==> config.mk <==
export PLATFORM = sky130hd
export DESIGN_NAME = ddcg_reg_bank
export DESIGN_NICKNAME = d
export VERILOG_FILES = /design/src/rtl/ddcg_reg_bank.sv
export SDC_FILE = /design/constraint.sdc
export NUM_CORES = 1
export LEC_CHECK = 0
export ABC_AREA = 1
export CORE_MARGIN = 4
export CORE_UTILIZATION = 48
export CTS_CLUSTER_DIAMETER = 80
export DETAILED_ROUTE_END_ITERATION = 6
export GPL_TIMING_DRIVEN = 1
export PLACE_DENSITY = 0.74
export SYNTH_ARGS = -nofsm -noshare
export SYNTH_HDL_FRONTEND = slang
export SYNTH_SLANG_ARGS = --single-unit
==> constraint.sdc <==
create_clock -name clk -period 3.3 [get_ports clk]
set_input_delay 0.825 -clock clk [delete_from_list [all_inputs] [get_ports clk]]
set_output_delay 0.825 -clock clk [all_outputs]
set_load 0.01 [all_outputs]
==> src/rtl/ddcg_reg_bank.sv <==
// ddcg_reg_bank: grouped register bank with data-driven clock gating.
// A group is clocked only when the write enable is high and its incoming
// data differs from its stored value. A small measurement FSM counts
// clocked and gated group-cycles over a programmable window, so the
// switching activity of a datapath register can be characterised.
module ddcg_reg_bank #(
  parameter int               WIDTH     = 16,
  parameter int               GROUP     = 4,
  parameter logic [WIDTH-1:0] RESET_VAL = '0,
  parameter int               CNT_W     = 16,
  parameter int               ICG_STYLE = 1
) (
  input  logic                     clk,
  input  logic                     rst_n,
  input  logic                     en,
  input  logic [WIDTH-1:0]         d,
  output logic [WIDTH-1:0]         q,
  output logic [WIDTH/GROUP-1:0]   grp_ce,
  input  logic                     meas_start,
  input  logic [CNT_W-1:0]         win_len,
  output logic                     meas_busy,
  output logic                     meas_done,
  output logic [CNT_W-1:0]         clocked_cnt,
  output logic [CNT_W-1:0]         gated_cnt
);

  localparam int NG = WIDTH / GROUP;
  localparam int PW = $clog2(NG + 1);

  typedef enum logic [1:0] {
    IDLE    = 2'd0,
    MEASURE = 2'd1,
    DONE    = 2'd2
  } state_t;

  logic [NG-1:0]    w_grpCe;
  logic [WIDTH-1:0] w_q;
  logic [PW-1:0]    w_pop;
  logic [CNT_W:0]   w_clkSum;
  logic [CNT_W:0]   w_gatSum;
  logic [CNT_W-1:0] w_winLoad;

  state_t           r_state;
  state_t           w_next;
  logic [CNT_W-1:0] r_remaining;
  logic [CNT_W-1:0] r_clocked;
  logic [CNT_W-1:0] r_gated;

  // A group needs a clock only when a write would actually change it.
  always_comb begin
    w_grpCe = '0;
    for (int g = 0; g < NG; g++) begin
      w_grpCe[g] = en & (d[g*GROUP +: GROUP] != w_q[g*GROUP +: GROUP]);
    end
  end

  assign grp_ce = w_grpCe;
  assign q      = w_q;

  // One storage slice per gating group, built either around a glitch-free
  // latch-based clock gate or around a plain hold mux for FPGA targets.
  generate
    for (genvar g = 0; g < NG; g++) begin : gGroup
      logic [GROUP-1:0] r_grpQ;
      assign w_q[g*GROUP +: GROUP] = r_grpQ;

      if (ICG_STYLE == 1) begin : gIcg
        logic r_lat;
        logic w_gclk;

        // Enable is captured while clk is low and frozen while it is high,
        // so the gated clock can never produce a runt pulse.
        always_latch begin
          if (!rst_n) begin
            r_lat <= 1'b0;
          end else if (!clk) begin
            r_lat <= w_grpCe[g];
          end
        end

        assign w_gclk = clk & r_lat;

        // Group flops run on the gated clock; reset does not depend on it.
        always_ff @(posedge w_gclk or negedge rst_n) begin
          if (!rst_n) begin
            r_grpQ <= RESET_VAL[g*GROUP +: GROUP];
          end else begin
            r_grpQ <= d[g*GROUP +: GROUP];
          end
        end
      end else begin : gMux
        // Free-running clock with a hold mux gives the same function.
        always_ff @(posedge clk or negedge rst_n) begin
          if (!rst_n) begin
            r_grpQ <= RESET_VAL[g*GROUP +: GROUP];
          end else if (w_grpCe[g]) begin
            r_grpQ <= d[g*GROUP +: GROUP];
          end
        end
      end
    end
  endgenerate

  // Number of groups clocked in the current cycle.
  always_comb begin
    w_pop = '0;
    for (int g = 0; g < NG; g++) begin
      w_pop = w_pop + PW'(w_grpCe[g]);
    end
  end

  // Sums carry one extra bit so overflow can be detected and clamped.
  assign w_clkSum  = {1'b0, r_clocked} + (CNT_W+1)'(w_pop);
  assign w_gatSum  = {1'b0, r_gated} + (CNT_W+1)'(PW'(NG) - w_pop);
  assign w_winLoad = (win_len == '0) ? CNT_W'(1) : win_len;

  // Measurement state register on the ungated clock.
  always_ff @(posedge clk or negedge rst_n) begin
    if (!rst_n) begin
      r_state <= IDLE;
    end else begin
      r_state <= w_next;
    end
  end

  // Next-state logic: start is only honoured from IDLE, and the window
  // closes on the cycle whose remaining count is one.
  always_comb begin
    w_next = r_state;
    case (r_state)
      IDLE:    if (meas_start) w_next = MEASURE;
      MEASURE: if (r_remaining == CNT_W'(1)) w_next = DONE;
      DONE:    w_next = IDLE;
      default: w_next = IDLE;
    endcase
  end

  // Window countdown and saturating activity counters; the counters keep
  // their last values after DONE until the next window is started.
  always_ff @(posedge clk or negedge rst_n) begin
    if (!rst_n) begin
      r_remaining <= '0;
      r_clocked   <= '0;
      r_gated     <= '0;
    end else begin
      case (r_state)
        IDLE: begin
          if (meas_start) begin
            r_remaining <= w_winLoad;
            r_clocked   <= '0;
            r_gated     <= '0;
          end
        end
        MEASURE: begin
          r_clocked   <= w_clkSum[CNT_W] ? '1 : w_clkSum[CNT_W-1:0];
          r_gated     <= w_gatSum[CNT_W] ? '1 : w_gatSum[CNT_W-1:0];
          r_remaining <= r_remaining - CNT_W'(1);
        end
        default: begin
        end
      endcase
    end
  end

  assign meas_busy   = (r_state == MEASURE);
  assign meas_done   = (r_state == DONE);
  assign clocked_cnt = r_clocked;
  assign gated_cnt   = r_gated;

endmodule

==> flow_summary.yaml <==
placement:
  gp_routability_congestion: 0.918
  place_inst: 930
  io_buffers: 89
  hpwl_um: 9860
  place_area_mm2: 0.00638
timing:
  rsz0062_at_grt: "true"
  final_hold_viol_count: 0
  tns_ps: -4470
  slew_violations: 0
  holdWs_ps: 80.3
  min_period_ps: 3610
  fin_ws_ps: -312
  finalSetupViolCount: 16
  fin_crit_sh_pct: 109
  fin_skew_ps: 87.9
  relSlewSlack_pct: 56.6
  max_freq_mhz: 277
  worst_slew_pin_slew_ps: 651
yosys:
  synth_ff_type: "dfrtp_1"
  ys_warn_count: 0
  yosysUniqueCellTypes: 45
  synth_area_leaders: "dfrtp_1 34%, nand2_1 17%, inv_1 7.5%, ha_1 6.2%, nand3_1 5.9%"
  yosysTopAreaCellShare_pct: 33.9
  syn_inst: 674
  async_flop_share_pct: 94.3
  avgSynthCellArea_um2: 7.23
  syn-cell-area_mm2: 0.00488
  synth_nets: 737
  ys_ff_latch: 70
  synth_edf_count: 0
  yosysTopAreaCell: "dfrtp_1"
detailed_routing:
  vias: 5112
  wl_per_cell_um: 15.0
  antenna_left: 0
  viasPerCell: 5.21
  drc_errors: 0
  drt-total-wl_um: 14800
  drt-initial-drc-count: 239
  dr.pass1.iters: 5
pwr:
  power.density_mw_per_mm2: 651
  leakage_nw: 3.62
  peakVddDrop_uv: 409
floorplan:
  boundaryPins: 90
  die_h_um: 109
  die_area_mm2: 0.0118
  die_x_um: 109
  rows: 36
  core_area_mm2: 0.00982
  start_util_pct: 49.7
layout:
  final_cell_mix: "204 x nand2_1, 102 x inv_1, 75 x clkdlybuf4s50_1"
  multi_input_area_mm2: 0.00311
  fin_util_pct: 71.9
  areaGrowthSynthToFinish_pct: 44.8
  stdcell_area_mm2: 0.00706
  final_net_count: 910
  drive_above_1_share_pct: 23.3
  fill_cells: 786
  ff_latch_area_mm2: 0.00172
  antenna_cells: 0
  layout.cells.non_filler: 981
  layout.cells.most_common: "nand2_1"
grt:
  grt-ovfl-total: 0
  grt_pass1_vias: 5267
  grt_start_max_net_pins: 56
  grt_use_total_pct: 26.5
  grt_pass1_wl_um: 24300
  antenna_found_initial: 0
setup_path:
  worstSetupStartpoint: "d[15]"
  cp-start-kind: "input port"
  reg2reg_slack_ps: -300
  reg2reg_from: "gGroup[3].r_grpQ[3]"
  path_class: "in -> reg"
  cp.arrival_ps: 4030
  r2r-end: "gated_cnt[4]"
  reg2reg_depth: 21
  cp-end-kind: "flip-flop"
  required_ps: 3720
  cp_max_fo: 8
clock_tree:
  cts_tree: "built"
  path_clk_slew_ps: 90
  clkLatencyLatePin_ps: 610
status:
  status: "finished, violations left"
  violations: "negative setup slack"
worst_hold_path:
  holdCritPathClass: "in -> gate"
  holdCritStartpoint: "rst_n"
  holdPathStages: 3
run:
  drv_cap: 0
[metrics by stage]
| stage | worst slack (ps) | total power [W] |
|---|---|---|
| 2_1_floorplan | -536 | 0.00253 |
| 4_1_cts | -285 | 0.00438 |
| 3_3_place_gp | -1100 | 0.00339 |
| 6_report | -312 | 0.00460 |
| 5_1_grt | -468 | 0.00499 |
| 3_5_place_dp | -1170 | 0.00346 |
[cell type report]
class	count	share of cell area [%]
Inverter	99	5.37
Timing Repair inverter	1	0.0709
Multi-Input combinational cell	492	44.0
Sequential cell	70	24.3
Clock inverter	18	1.06
Tap cell	133	2.36
Clock buffer	26	4.94
Timing Repair Buffer	142	17.9
[repair_timing]
| item | CTS | global route |
|---|---|---|
| resized for setup | 59 | 32 |
| setup buffers | 5 | 3 |
| endpoints found under the setup margin | 33 | 33 |
| endpoints found under the hold margin | 1 | 0 |
| cloned | 2 | 1 |
| hold buffers | 1 | 0 |
| pin swaps | 25 | 38 |
[report_power, final]
| part | leakage [nW] | switching [W] | internal, W |
|---|---|---|---|
| registers | 0.759 | 0.000222 | 0.000840 |
| logic | 2.52 | 0.00146 | 0.00130 |
| clock network | 0.342 | 0.000353 | 0.000419 |
[cells in the mapped netlist (2+ instances only)]
master	number
nand2_1	222
inv_1	97
dfrtp_1	66
nand3_1	57
nor2_1	42
ha_1	24
xnor2_1	20
nand2_2	14
nand4_1	13
a21oi_1	11
o211ai_1	10
xor2_1	9
buf_2	7
nor3_1	7
and2_1	6
inv_2	6
nand2_4	5
o21ai_0	5
dlxtp_1	4
nor2_2	4
o21ai_2	4
a41oi_1	3
fa_1	3
nand3_2	3
nand3b_1	3
o221ai_1	3
o22ai_1	3
a221oi_1	2
a22oi_1	2
buf_4	2
nor2_4	2
or2_2	2
[cells by family (layout without fill, tap and decap cells)]
group | Yosys count | after routing | share of synthesized area (%)
AO/OA/AOI/OAI | 48 | 48 | 6.80
XOR/XNOR | 30 | 30 | 5.54
buffers and inverters | 114 | 286 | 9.34
AND/OR/NAND/NOR | 385 | 387 | 35.8
adder cells (fa/ha/maj) | 27 | 27 | 7.39
flip-flops | 66 | 66 | 33.9
latches | 4 | 4 | 1.23
[state kept, by name, indices dropped and copies added, names as in the netlist]
signal / cells
clocked_cnt: 16
gGroup.r_grpQ: 16
gated_cnt: 16
r_remaining: 16
gGroup.gIcg.r_lat: 4
r_state: 2
[worst max-delay path by stage]
| stage | endpoint | slack (ps) | cells after the start |
|---|---|---|---|
| final | gated_cnt[4] | -310 | 22 |
| after global routing | gated_cnt[0] | -470 | 20 |
| after CTS | gated_cnt[2] | -290 | 21 |
| after detailed placement | gated_cnt[4] | -1170 | 22 |
| after global placement | gated_cnt[4] | -1100 | 22 |
| after floorplan | gated_cnt[8] | -540 | 22 |
[per-layer routing]
metal / GRT usage (%) / vias up / wire length, um
li1: - / 2488 / -
met4: 13.3 / 0 / 242
met3: 7.05 / 29 / 1060
met2: 44.5 / 207 / 7530
met5: 0 / - / 0
met1: 31.1 / 2388 / 5930
[critical path, stage by stage]
cell             delay [ps]
clkdlybuf4s15_2         220
xnor2_2                 200
a41oi_4                 160
fa_1                    510
ha_2                    210
ha_4                    280
inv_4                    40
ha_4                    260
inv_2                    40
fa_2                    350
inv_2                    80
nand2_2                  60
nand2_2                  70
nand3_2                  60
nand2_2                  80
nand2_2                  80
nand2_2                  90
nand2_4                 100
nand2_8                 140
nand2_2                  50
nand2_1                  60
nand2_1                  70
(Power assumes the default switching activity.)
